### config.mk
export PLATFORM = sky130hd
export DESIGN_NAME = fifo_stream_reader
export DESIGN_NICKNAME = d
export VERILOG_FILES = /design/src/rtl/fifo_pkg.sv /design/src/rtl/stream_buf2.sv /design/src/rtl/fifo_stream_reader.sv
export SDC_FILE = /design/constraint.sdc
export NUM_CORES = 1
export LEC_CHECK = 0
export ABC_AREA = 1
export CAP_MARGIN = 20
export CORE_MARGIN = 2
export CORE_UTILIZATION = 58
export CTS_BUF_LIST = sky130_fd_sc_hd__clkbuf_4 sky130_fd_sc_hd__clkbuf_8
export DETAILED_ROUTE_END_ITERATION = 10
export PLACE_DENSITY = 0.92
export SETUP_SLACK_MARGIN = 0.02
export SYNTH_ARGS = -nofsm -noshare
export SYNTH_HDL_FRONTEND = slang
export SYNTH_SLANG_ARGS = --single-unit
### constraint.sdc
create_clock -name clk -period 4.85 [get_ports clk]
set_clock_uncertainty 0.2 [all_clocks]
set_input_delay 0.97 -clock clk [delete_from_list [all_inputs] [get_ports clk]]
set_output_delay 0.97 -clock clk [all_outputs]
set_load 0.02 [all_outputs]
### src/rtl/fifo_pkg.sv
`default_nettype none
// ============================================================================
// Module      : fifo_pkg
// Description : Shared types and constants for the register-file FIFO clients.
// Revision    : 1.0 - initial release
// ============================================================================
package fifo_pkg;

    localparam int c_fifo_data_w = 8;

    typedef enum logic [1:0] {
        IDLE = 2'd0,
        ARM  = 2'd1,
        POP  = 2'd2,
        GAP  = 2'd3
    } state_t;

endpackage : fifo_pkg
`default_nettype wire

### src/rtl/stream_buf2.sv
`default_nettype none
// ============================================================================
// Module      : stream_buf2
// Description : Two-entry in-order valid/ready buffer; head word on data.
// Revision    : 1.0 - initial release
// ============================================================================
module stream_buf2
    import fifo_pkg::*;
#(
    parameter int DATA_W = c_fifo_data_w
) (
    input  logic              clk,
    input  logic              rst_n,
    input  logic              push,
    input  logic [DATA_W-1:0] data_in,
    input  logic              ready,
    output logic              valid,
    output logic [DATA_W-1:0] data,
    output logic [1:0]        count
);

    logic [DATA_W-1:0] r_slot0;
    logic [DATA_W-1:0] r_slot1;
    logic [1:0]        r_count;
    logic              w_pop;
    logic              w_push;

    assign w_pop  = (r_count != 2'd0) && ready;
    // A push into a full buffer is only accepted when the head leaves this cycle.
    assign w_push = push && ((r_count != 2'd2) || w_pop);

    // Unused slots are kept at zero so the head reads 0 whenever empty.
    always_ff @(posedge clk or negedge rst_n) begin
        if (!rst_n) begin
            r_slot0 <= '0;
            r_slot1 <= '0;
            r_count <= 2'd0;
        end else begin
            case ({w_push, w_pop})
                2'b10: begin
                    if (r_count == 2'd0) r_slot0 <= data_in;
                    else                 r_slot1 <= data_in;
                    r_count <= r_count + 2'd1;
                end
                2'b01: begin
                    r_slot0 <= r_slot1;
                    r_slot1 <= '0;
                    r_count <= r_count - 2'd1;
                end
                2'b11: begin
                    if (r_count == 2'd1) begin
                        r_slot0 <= data_in;
                    end else begin
                        r_slot0 <= r_slot1;
                        r_slot1 <= data_in;
                    end
                end
                default: ;
            endcase
        end
    end

    assign valid = (r_count != 2'd0);
    assign data  = r_slot0;
    assign count = r_count;

endmodule : stream_buf2
`default_nettype wire

### src/rtl/fifo_stream_reader.sv
`default_nettype none
// ============================================================================
// Module      : fifo_stream_reader
// Description : Reads the register-file FIFO and re-presents words as a stream.
// Revision    : 1.0 - initial release
// ============================================================================
module fifo_stream_reader
    import fifo_pkg::*;
#(
    parameter int DATA_W = c_fifo_data_w,
    parameter int CNT_W  = 16
) (
    input  logic              clk,
    input  logic              rst_n,
    input  logic              en,
    input  logic              fifo_empty,
    input  logic              fifo_wr_fifo,
    input  logic [DATA_W-1:0] fifo_rd_data,
    output logic              fifo_rd_fifo,
    output logic              m_valid,
    output logic [DATA_W-1:0] m_data,
    input  logic              m_ready,
    output logic [CNT_W-1:0]  pop_count,
    output logic              busy
);

    state_t           r_state;
    state_t           w_next;
    logic             r_arm_ok;
    logic [CNT_W-1:0] r_pop_count;
    logic [1:0]       w_buf_count;
    logic             w_room;
    logic             w_capture;

    assign w_room    = (w_buf_count < 2'd2);
    // The empty flag is only current in POP; writer activity in ARM voids the read.
    assign w_capture = (r_state == POP) && r_arm_ok && !fifo_empty;

    always_comb begin
        w_next = r_state;
        case (r_state)
            IDLE:    if (en && !fifo_empty && w_room) w_next = ARM;
            ARM:     w_next = POP;
            POP:     w_next = GAP;
            GAP:     w_next = (en && w_room) ? ARM : IDLE;
            default: w_next = IDLE;
        endcase
    end

    always_ff @(posedge clk or negedge rst_n) begin
        if (!rst_n) begin
            r_state     <= IDLE;
            r_arm_ok    <= 1'b0;
            r_pop_count <= '0;
        end else begin
            r_state <= w_next;
            if (r_state == ARM) r_arm_ok <= !fifo_wr_fifo;
            if (w_capture)      r_pop_count <= r_pop_count + CNT_W'(1);
        end
    end

    stream_buf2 #(
        .DATA_W (DATA_W)
    ) u_buf (
        .clk     (clk),
        .rst_n   (rst_n),
        .push    (w_capture),
        .data_in (fifo_rd_data),
        .ready   (m_ready),
        .valid   (m_valid),
        .data    (m_data),
        .count   (w_buf_count)
    );

    assign fifo_rd_fifo = (r_state == ARM) || (r_state == POP);
    assign pop_count    = r_pop_count;
    assign busy         = (r_state != IDLE) || (w_buf_count != 2'd0);

endmodule : fifo_stream_reader
`default_nettype wire

After elaboration in Yosys (flattened, before gate mapping)
Cells that the tools add are included.
W data, S select, Z words.
Word-level totals
  bits in registers: 37
  input bits: 14
  output and inout bits: 27
  word-level logic and storage cells: 52
Cells by class
  add/subtract/negate cells: 3
  order comparisons: 1
  equality and inequality tests: 12
  multiplexer cells: 10
  reduce and logical (&&, ||, !) cells: 20
Operator list (count)
  $pmux W8 S3: 2
  $mux W8: 4
  $add A16 B1 Y16 const B: 1
  $eq A2 B2 Y1 const B: 4
  $ne A2 B2 Y1 const B: 4
  $pmux W2 S4: 1
  $logic_and A1 B1 Y1: 7
  $eq A2 B1 Y1 const B: 3
  $reduce_bool A2 Y1: 3
  $logic_not A2 Y1: 2
  $pmux W2 S2: 1
  $logic_or A1 B1 Y1: 3
  $reduce_and A3 Y1: 1
  $reduce_bool A3 Y1: 1
  $add A2 B1 Y2 const B: 1
  $logic_not A1 Y1: 2
  $lt A2 B2 Y1 const B: 1
  $mux W2: 1
  $ne A2 B1 Y1 const B: 1
  $reduce_and A2 Y1: 1
  $sub A2 B1 Y2 const B: 1
  $mux W1: 1

Logic depth before layout (Yosys ltp)
Gate-level depths: netlist of the first run.
  depth in word-level cells: 7
  mapped depth: 10
  mapped depth without buffers: 10

By module
A second synthesis of the first run with hierarchy kept.
Second synthesis, totals
  cell total of the unflattened synthesis: 279
  area total of the unflattened synthesis: 2139.6 um^2
By module, submodules not included
  fifo_stream_reader: instances 1, cells an instance 130, area an instance 1114.8 um^2, sequential area each 475.5 um^2
  stream_buf2: instances 1, cells an instance 149, area an instance 1024.7 um^2, sequential area each 450.4 um^2

Worst setup path after synthesis of the first run
OpenSTA, ideal clock, no wires.
  path kind: reg-to-output
  start: register u_buf.r_count[0], in the netlist u_buf.count[0]
  end: output busy
  data arrival time: 861 ps
  data required time: 3680 ps
  path slack: 2819 ps
  stages on the path, launching flop included: 4
  buffers on the path: 0
  cells stage by stage: dfrtp_1 > inv_1 > ha_1 > nand2_1
On the way
  longest elaborated chain between the ends: 2
Ends and longest elaborated chain
  start, declared: RTL line stream_buf2.sv:24  | logic [1:0] r_count;
  start signal, assigned: RTL line stream_buf2.sv:43  | r_count <= r_count + 2'd1;
  start signal, assigned: RTL line stream_buf2.sv:48  | r_count <= r_count - 2'd1;
  $reduce_bool A2 Y1: RTL line fifo_stream_reader.sv:77  | assign busy = (r_state != IDLE) || (w_buf_count != 2'd0);
  $logic_or A1 B1 Y1: RTL line fifo_stream_reader.sv:77
  end, declared: RTL line fifo_stream_reader.sv:24  | output logic busy
Every way passes these cells.

Worst setup path in the final report of the first run
  start: register u_buf.r_count[0], in the netlist u_buf.count[0]
  end: output m_valid
On the way
  longest elaborated chain between the ends: 1
Ends and longest elaborated chain
  $reduce_bool A2 Y1: RTL line stream_buf2.sv:63  | assign valid = (r_count != 2'd0);
  end, declared: RTL line fifo_stream_reader.sv:20  | output logic m_valid,
Every way passes these cells.

==> flow_summary.json, run 1 <==
{
  "status": "finished, final reports clean",
  "syn2layout_area_growth_pct": 25.93,
  "grt_max_degree": 38,
  "synth_cell_type_count": 23,
  "worstPathRequired_ns": 3.68,
  "cts_tree": "yes",
  "ios": 41,
  "dp_cells": 376,
  "cp_cell_sequence": "inv_1 > ha_1 > inv_2 > clkdlybuf4s50_1",
  "fmax_ghz": 0.3423,
  "p_leak_nw": 1.379,
  "power_density_nw_per_um2": 512.5,
  "final_cells": 384,
  "synth_top_area_share_pct": 42.17,
  "rows": 22,
  "synth_edf_count": 0,
  "drtIter0Drc": 115,
  "grt_pass1_wl_mm": 8.045,
  "criticalPathCategory": "reg2out",
  "yosysSeqAreaShare_pct": 42.17,
  "drc": 0,
  "overflow": 0,
  "clk_pin_slew_ns": 0.08,
  "portBuffers": 40,
  "dr.pass1.iters": 4,
  "syn-num-nets": 314,
  "relSlewSlack_pct": 58.13,
  "setup_viol": 0,
  "viasPerCell": 5.096,
  "clock_sinks": 37,
  "netlist_instances": 291,
  "yosys.area.top_type": "dfrtp_1",
  "first_global_vias": 1828,
  "routabilityCongestion": 0.8639,
  "syn_area_um2": 2196,
  "drv_cap": 0,
  "nets": 358,
  "dieArea_um2": 4294,
  "n_antenna_cell": 0,
  "synth_ff_type": "dfrtp_1",
  "final_area_um2": 2765,
  "crit_slowest_cell": "clkdlybuf4s50_1",
  "critPathCaptureType": "output pin",
  "start_util_pct": 59.98,
  "synth.area.top_cells": "dfrtp_1, nand2_1, inv_1",
  "finalHoldViolCount": 0,
  "synth_common_cells": "nand2_1, dfrtp_1, inv_1",
  "slowest_delay_ns": 0.61,
  "drive_gt1_share_pct": 8.333,
  "cts-buffers-inserted": 5,
  "slew_viol_final": 0,
  "dpl_cell_area_um2": 2645,
  "tightest_slew_ns": 0.6280,
  "cts.hold.buffers_added": 0,
  "finalCritPeriodShare_pct": 60.24,
  "syn_avg_cell_area_um2": 7.546,
  "routed_wl_mm": 4.632,
  "dpl.hpwl_mm": 3.355,
  "core_area_um2": 3661,
  "yosysMostFrequentCell": "nand2_1",
  "cts_resized": 0,
  "die_x_um": 65.53,
  "drtAntennaViolNets": 0,
  "async_flop_share_pct": 100.0,
  "rsz0062_at_grt": "no",
  "cp_data_arrival_time_ns": 1.75,
  "synth-seq-cells": 37,
  "critPathBufInv": 3,
  "antenna_found_initial": 0,
  "vias": 1957,
  "hp-class": "reg2reg",
  "clk_path_buf_depth": 2,
  "critical-path-top-delay-family": "buffers and inverters",
  "post-route-util_pct": 75.53,
  "postCtsSetupBuffers": 0,
  "die_h_um": 65.53,
  "clk_latency_ns": 0.29,
  "yosys_warnings": 0,
  "max-vdd-ir-drop_mv": 0.4327,
  "grt_use_total_pct": 24.38,
  "tns_ns": 0,
  "fin_crit_ns": 2.922,
  "worst-path-max-fanout": 3,
  "htree_num_levels": 2,
  "critPathLaunchType": "register",
  "post_drt_wl_per_cell_um": 12.06,
  "nFillCells": 281,
  "cts-root-buf": "clkbuf_8"
}
[routing by layer]
| metal | global-route usage [%] | wire length [um] | vias to the layer above |
|---|---|---|---|
| met5 | 0 | 0 | - |
| met1 | 31.37 | 2059 | 907 |
| met4 | 7.552 | 59 | 0 |
| met2 | 40.69 | 2280 | 47 |
| li1 | - | - | 997 |
| met3 | 5.822 | 232 | 6 |
[through the flow]
stage	hold WS [ns]	worst slack, ns	total power [mW]
floorplan	0.2687	2.819	0.9150
global placement	0.2646	2.143	1.117
detailed placement	0.2669	2.077	1.137
CTS	0.2860	1.915	1.425
global route	0.3036	1.868	1.527
finish	0.2883	1.928	1.417
[logic make-up (layout without fill, tap and decap cells)]
family / count (synthesis) / in the layout / share of synthesized area (%)
xor+xnor: 12 / 12 / 4.786
compound gates: 15 / 15 / 3.419
fa+ha+maj: 9 / 9 / 5.128
simple gates: 174 / 174 / 36.81
flops: 37 / 37 / 42.17
buf+inv: 44 / 89 / 7.692
[cells in the final DEF, fill, tap and decap left out]
cell,n
dfrtp_1,37
nor2_1,21
clkinvlp_4,1
o21ai_1,2
nand3_1,13
nand2_2,6
inv_2,3
o21ai_0,11
a21oi_1,2
buf_4,1
nand2_1,109
xnor2_1,7
nand3_2,2
clkinv_1,1
bufinv_16,1
nor2_8,1
nor3_1,1
inv_1,36
clkbuf_8,6
nand3_4,1
clkdlybuf4s50_1,40
xor2_1,5
nand2_4,2
ha_1,9
nand4_1,14
nor2_4,4
[power by group]
part	total (mW)	switching (mW)	internal, mW
clock	0.284	0.117	0.167
sequential	0.488	0.0817	0.406
combinational	0.645	0.385	0.261
[path summary, 6_finish.rpt]
path | from | to | slack (ns) | depth (start not counted)
setup / recovery | u_buf.count[0] | m_valid | 1.93 | 4
hold / removal | u_buf.data[0] | u_buf.data[0] | 0.29 | 2
setup reg to reg | u_buf.count[0] | u_buf.r_slot1[4] | 2.81 | 9
hold reg to reg | u_buf.data[0] | u_buf.data[0] | 0.29 | 2
max in group asynchronous | rst_n | u_buf.data[2] | 3.23 | 2
min in group asynchronous | rst_n | r_state[0] | 0.89 | 2
[flip-flops by register name, indices dropped and copies added, names as in the netlist]
signal / count
r_state: 2
r_arm_ok: 1
pop_count: 16
u_buf.data: 8
u_buf.count: 2
u_buf.r_slot1: 8
[tightest hold or removal path, delay by kind of cell (launching register included)]
kind | cells | cell delay [ns]
flops | 1 | 0.35
simple gates | 2 | 0.11
[layout make-up]
type | count | area, um^2 | share of cell area [%]
Timing Repair Buffer | 41 | 407.9 | 14.75
Clock buffer | 6 | 82.58 | 2.986
Inverter | 40 | 150.1 | 5.430
Sequential cell | 37 | 925.9 | 33.48
Clock inverter | 2 | 37.54 | 1.357
Multi-Input combinational cell | 210 | 1101 | 39.82
Tap cell | 48 | 60.06 | 2.172
Power figures use the tool's default switching activity.
==> run 2, diff against run 1 <==
--- a/config.mk
+++ b/config.mk
@@ -8,10 +8,10 @@
 export ABC_AREA = 1
 export CAP_MARGIN = 20
 export CORE_MARGIN = 2
-export CORE_UTILIZATION = 58
+export CORE_UTILIZATION = 49
 export CTS_BUF_LIST = sky130_fd_sc_hd__clkbuf_4 sky130_fd_sc_hd__clkbuf_8
 export DETAILED_ROUTE_END_ITERATION = 10
-export PLACE_DENSITY = 0.92
+export PLACE_DENSITY = 0.84
 export SETUP_SLACK_MARGIN = 0.02
 export SYNTH_ARGS = -nofsm -noshare
 export SYNTH_HDL_FRONTEND = slang
==> constraint.sdc (replaced) <==
create_clock -name clk -period 2.6 [get_ports clk]
set_clock_uncertainty 0.2 [all_clocks]
set_input_delay 0.52 -clock clk [delete_from_list [all_inputs] [get_ports clk]]
set_output_delay 0.52 -clock clk [all_outputs]
set_load 0.02 [all_outputs]
==> run 2 against run 1 <==
Against the previous run: first-iteration DRC count rose by 20%; non-clock buffer count up 1; register-to-register slack got worse by 2.2 ns; die area is 17% higher; wire length down 3.2%; cell area is 1.2% lower; worst setup slack got worse by 1.8 ns.
==> flow_summary.json, run 2 (synthesis gave the netlist of run 1 again) <==
{
  "hp-class": "reg2reg",
  "clock_sinks": 37,
  "tns_ns": 0,
  "die_x_um": 70.94,
  "fin_crit_ns": 2.428,
  "drc": 0,
  "die_h_um": 70.94,
  "portBuffers": 40,
  "drive_gt1_share_pct": 8.060,
  "switching_share_pct": 42.60,
  "ios": 41,
  "nFillCells": 391,
  "drtAntennaViolNets": 0,
  "cp_cell_sequence": "inv_1 > ha_1 > inv_2 > clkdlybuf4s50_1",
  "fmax_ghz": 0.4118,
  "final_area_um2": 2731,
  "final_cells": 387,
  "min_delay_path_depth": 2,
  "power.total_mw": 2.482,
  "cts_tree": "yes",
  "p_leak_nw": 1.367,
  "dieArea_um2": 5032,
  "cts_resized": 0,
  "vias": 1926,
  "cts-root-buf": "clkbuf_8",
  "hold_end": "u_buf.data[4]",
  "mostFrequentLayoutCell": "nand2_1",
  "final_cell_mix": "nand2_1, clkdlybuf4s50_1, dfrtp_1, inv_1, nor2_1",
  "finalCritPeriodShare_pct": 93.39,
  "postCtsSetupBuffers": 0,
  "viasPerCell": 4.977,
  "grt_pass1_wl_mm": 8.273,
  "dp_cells": 381,
  "nets": 359,
  "grt_max_degree": 38,
  "critPathCaptureType": "output pin",
  "slowest_delay_ns": 0.61,
  "largest_register_ffs": 16,
  "reg2reg_slack_ns": 0.57,
  "dpl_cell_area_um2": 2658,
  "rsz0062_at_grt": "no",
  "switching_power_mw": 1.057,
  "first_global_vias": 1806,
  "drtIter0Drc": 138,
  "cp_data_arrival_time_ns": 1.71,
  "cts.hold.buffers_added": 0,
  "max-vdd-ir-drop_mv": 0.6953,
  "start_util_pct": 50.78,
  "r2r_end": "u_buf.r_slot1[7]",
  "finalHoldViolCount": 0,
  "worstRegToRegCells": 9,
  "pwr-share-clk_pct": 14.9,
  "n_antenna_cell": 0,
  "clk_pin_slew_ns": 0.07,
  "syn2layout_area_growth_pct": 24.39,
  "routed_wl_mm": 4.484,
  "whs_ns": 0.2813,
  "grt_use_total_pct": 20.34,
  "cts-buffers-inserted": 5,
  "criticalPathCategory": "reg2out",
  "antenna_found_initial": 0,
  "power_density_nw_per_um2": 908.7,
  "clk_path_buf_depth": 2,
  "overflow": 0,
  "dpl.hpwl_mm": 3.264,
  "rows": 24,
  "dr.pass1.iters": 4,
  "hp-start": "u_buf.data[4]",
  "worst-path-max-fanout": 3,
  "worstPathRequired_ns": 1.88,
  "post_drt_wl_per_cell_um": 11.59,
  "power_frac_comb_pct": 48.4,
  "clk_latency_ns": 0.28,
  "htree_num_levels": 2,
  "core_area_um2": 4324,
  "tightest_slew_ns": 0.6167,
  "setup_viol": 0,
  "crit_slowest_cell": "clkdlybuf4s50_1",
  "routabilityCongestion": 0.7764,
  "status": "finished, final reports clean",
  "slew_viol_final": 0,
  "drv_cap": 0,
  "r2r_start": "u_buf.count[0]",
  "internal-power_mw": 1.425,
  "critPathLaunchType": "register",
  "relSlewSlack_pct": 58.88,
  "seqPwrFrac_pct": 36.7
}
-- run 2: cell count changes in the layout (fill, tap and decap cells not counted) --
cell,before,now
clkinvlp_4,1,0
bufinv_16,1,0
clkbuf_8,6,5
buf_4,1,2
clkinv_2,0,1
-- run 2: power by group through the flow --
stage | Combinational (mW) | Clock (mW) | Sequential [mW]
finish | 1.20 | 0.371 | 0.911
global route | 1.36 | 0.404 | 0.940
CTS | 1.21 | 0.381 | 0.913
detailed placement | 1.20 | 0 | 0.923
global placement | 1.17 | 0 | 0.917
floorplan | 0.708 | 0 | 0.999
-- run 2: per-layer routing --
layer | GRT usage, % | wire [um] | part of all wire, %
met1 | 27.82 | 2023 | 45
met2 | 33.23 | 2215 | 49
met3 | 3.561 | 196 | 4.4
met4 | 6.289 | 48 | 1.1
met5 | 0 | 0 | 0
-- run 2: layout make-up --
type                       count  area (um^2)  share of cell area (%)
timing repair buffer          42        415.4                   15.21
multi-input combinational    210         1101                   40.31
clock buffer                   5        68.82                   2.519
clock inverter                 1        5.005                  0.1832
tap                           52        65.06                   2.382
sequential                    37        925.9                   33.90
inverter                      40        150.1                   5.497
-- run 2: worst max-delay path by stage --
| stage | end | slack [ns] | from |
|---|---|---|---|
| 3_5_place_dp | u_buf.r_slot1[7] | 0.28 | fifo_empty |
| 5_1_grt | busy | 0.1 | r_state[0] |
| 2_1_floorplan | u_buf.r_slot1[0] | 0.80 | u_buf.count[0] |
| 6_report | m_valid | 0.17 | u_buf.count[0] |
| 3_3_place_gp | u_buf.r_slot1[1] | 0.34 | fifo_empty |
| 4_1_cts | fifo_rd_fifo | 0.14 | r_state[0] |
-- run 2: metrics by stage --
step                utilization [%]  worst slack [ns]
global placement              61.46            0.3363
CTS                           63.17            0.1440
detailed placement            61.46            0.2758
finish                        63.17            0.1717
global route                  63.17           0.09923
floorplan                         -            0.8029
-- run 2: critical path: cells and delay by family (launching register included) --
| kind | cells | cell delay (ns) |
|---|---|---|
| fa+ha+maj | 1 | 0.26 |
| flops | 1 | 0.38 |
| buf+inv | 3 | 0.79 |
==> run 3, diff against run 2 <==
--- a/config.mk
+++ b/config.mk
@@ -5,13 +5,13 @@
 export SDC_FILE = /design/constraint.sdc
 export NUM_CORES = 1
 export LEC_CHECK = 0
-export ABC_AREA = 1
 export CAP_MARGIN = 20
 export CORE_MARGIN = 2
-export CORE_UTILIZATION = 49
+export CORE_UTILIZATION = 46
 export CTS_BUF_LIST = sky130_fd_sc_hd__clkbuf_4 sky130_fd_sc_hd__clkbuf_8
+export CTS_CLUSTER_SIZE = 40
 export DETAILED_ROUTE_END_ITERATION = 10
-export PLACE_DENSITY = 0.84
+export PLACE_DENSITY = 0.82
 export SETUP_SLACK_MARGIN = 0.02
 export SYNTH_ARGS = -nofsm -noshare
 export SYNTH_HDL_FRONTEND = slang
==> run 3 against run 2 <==
Against the previous run: worst hold slack worse by 0.016 ns; first-iteration DRC count down 24%; register-to-register slack worse by 0.09 ns; cell area down 14%; non-clock buffer count down 1; highest routed layer unchanged.
==> flow_summary.json, run 3 <==
{
  "status": "finished, final reports clean",
  "hp-class": "reg2reg",
  "grt_use_total_pct": 19.02,
  "start_util_pct": 47.85,
  "synth_ff_type": "dfrtp_1",
  "antenna_found_initial": 0,
  "nFillCells": 292,
  "core_area_um2": 3661,
  "dr.pass1.iters": 4,
  "max-vdd-ir-drop_mv": 0.6991,
  "final_cell_mix": "clkdlybuf4s50_1, dfrtp_1, nor2_1, xnor2_1, nand2_1",
  "drtAntennaViolNets": 0,
  "die_x_um": 65.71,
  "postCtsSetupBuffers": 0,
  "dieArea_um2": 4318,
  "first_global_vias": 1352,
  "viasPerCell": 5.299,
  "whs_ns": 0.2657,
  "p_leak_nw": 1.074,
  "final_area_um2": 2337,
  "yosys.area.top_type": "dfrtp_1",
  "drive_gt1_share_pct": 7.767,
  "drtIter0Drc": 105,
  "yosysSeqAreaShare_pct": 52.86,
  "routabilityCongestion": 0.7332,
  "async_flop_share_pct": 100.0,
  "syn_avg_cell_area_um2": 11.09,
  "setup_viol": 0,
  "largest_register_ffs": 16,
  "netlist_instances": 158,
  "clock_sinks": 37,
  "criticalPathCategory": "reg2out",
  "nets": 228,
  "post-place-ws_ns": 0.2696,
  "cp_data_arrival_time_ns": 1.76,
  "rsz0062_at_grt": "no",
  "dpl.hpwl_mm": 2.477,
  "die_h_um": 65.71,
  "overflow": 0,
  "portBuffers": 40,
  "clk_latency_ns": 0.29,
  "cts-buffers-inserted": 5,
  "synth_edf_count": 0,
  "rows": 22,
  "synth_common_cells": "dfrtp_1, nor2_1, xnor2_1",
  "post_drt_wl_per_cell_um": 13.79,
  "finalCritPeriodShare_pct": 95.49,
  "tightest_slew_ns": 0.5356,
  "critPathCaptureType": "output pin",
  "clk_path_buf_depth": 2,
  "dp_cells": 246,
  "synth-seq-cells": 37,
  "yosysMostFrequentCell": "dfrtp_1",
  "cts-root-buf": "clkbuf_8",
  "relSlewSlack_pct": 64.05,
  "clk_pin_slew_ns": 0.07,
  "drc": 0,
  "power_density_nw_per_um2": 1035,
  "n_antenna_cell": 0,
  "tns_ns": 0,
  "fin_crit_ns": 2.483,
  "dpl_cell_area_um2": 2215,
  "yosys_warnings": 0,
  "worstPathRequired_ns": 1.88,
  "ios": 41,
  "synth_top_area_share_pct": 52.86,
  "setup_ws_ns": 0.1171,
  "mostFrequentLayoutCell": "clkdlybuf4s50_1",
  "syn2layout_area_growth_pct": 33.43,
  "drv_cap": 0,
  "htree_num_levels": 2,
  "slew_viol_final": 0,
  "cts.hold.buffers_added": 0,
  "syn_area_um2": 1752,
  "synth.area.top_cells": "dfrtp_1, ha_1, xnor2_1",
  "grt_pass1_wl_mm": 6.237,
  "routed_wl_mm": 3.502,
  "finalHoldViolCount": 0,
  "syn-num-nets": 181,
  "worst-path-max-fanout": 7,
  "final_cells": 254,
  "grt_max_degree": 38,
  "synth_cell_type_count": 31,
  "critPathLaunchType": "register",
  "cts_tree": "yes",
  "fmax_ghz": 0.4028,
  "vias": 1346
}
## run 3: cell types whose count changed in the layout (fill, tap and decap cells not counted), moves of 4 or more
cell and change:
a22o_1 +8, and3_1 +5, inv_1 -30, nand2_1 -99, nand2_2 -6, nand3_1 -9
nand4_1 -10, nor2_4 -4, o21ai_0 -6, o22ai_1 +8, xnor2_1 +5
## run 3: stage by stage
stage	utilization (%)	power (mW)
floorplan	-	1.511
global placement	60.49	1.867
detailed placement	60.49	1.896
CTS	63.77	2.427
global route	63.84	2.591
finish	63.84	2.419
## run 3: power by group
| part | internal, mW | leakage [nW] | switching [mW] |
|---|---|---|---|
| Sequential | 0.737 | 0.486 | 0.124 |
| Combinational | 0.475 | 0.526 | 0.561 |
| Clock | 0.323 | 0.0619 | 0.200 |
## run 3: cell families (layout without fill, tap and decap cells)
kind of cell / count (synthesis) / count (layout) / share of synthesized area [%]
simple gates: 54 / 54 / 15.57
flops: 37 / 37 / 52.86
compound gates: 33 / 33 / 14.79
xor+xnor: 16 / 16 / 8.000
fa+ha+maj: 9 / 9 / 6.429
buf+inv: 8 / 56 / 1.785
mux: 1 / 1 / 0.5715
## run 3: layer usage
layer  vias to the layer above  GRT usage [%]  share of wire, %
met4                         0          8.854               2.0
met3                         7          5.137               4.6
li1                        653              -                 -
met1                       647          24.53                46
met5                         -              0                 0
met2                        39          29.67                47
## run 3: worst paths after layout
kind | endpoint | slack [ns] | cells after the start | start
max in group asynchronous | u_buf.data[0] | 1.43 | 2 | rst_n
min | pop_count[15] | 0.27 | 1 | pop_count[15]
max | m_valid | 0.12 | 4 | u_buf.count[1]
min reg2reg | pop_count[15] | 0.27 | 1 | pop_count[15]
min in group asynchronous | pop_count[10] | 0.45 | 2 | rst_n
max reg2reg | pop_count[9] | 0.48 | 6 | r_state[0]
## run 3: critical path: stages, from the launching register on
cell	delay (ns)
dfrtp_1	0.42
inv_1	0.14
ha_2	0.30
inv_2	0.07
clkdlybuf4s50_1	0.55
## run 3: cell type report
class                      count  area, um^2  area share, %
sequential                    37       925.9          39.61
multi-input combinational    113       797.0          34.10
timing repair buffer          41       407.9          17.45
clock buffer                   7       90.09          3.854
tap                           48       60.06          2.570
clock inverter                 1       30.03          1.285
inverter                       7       26.28          1.124
## run 3: what timing repair did
item | in CTS | in global routing
endpoints found under the hold margin | 0 | 0
resized for setup | 0 | 1
setup endpoints to repair | 0 | 2
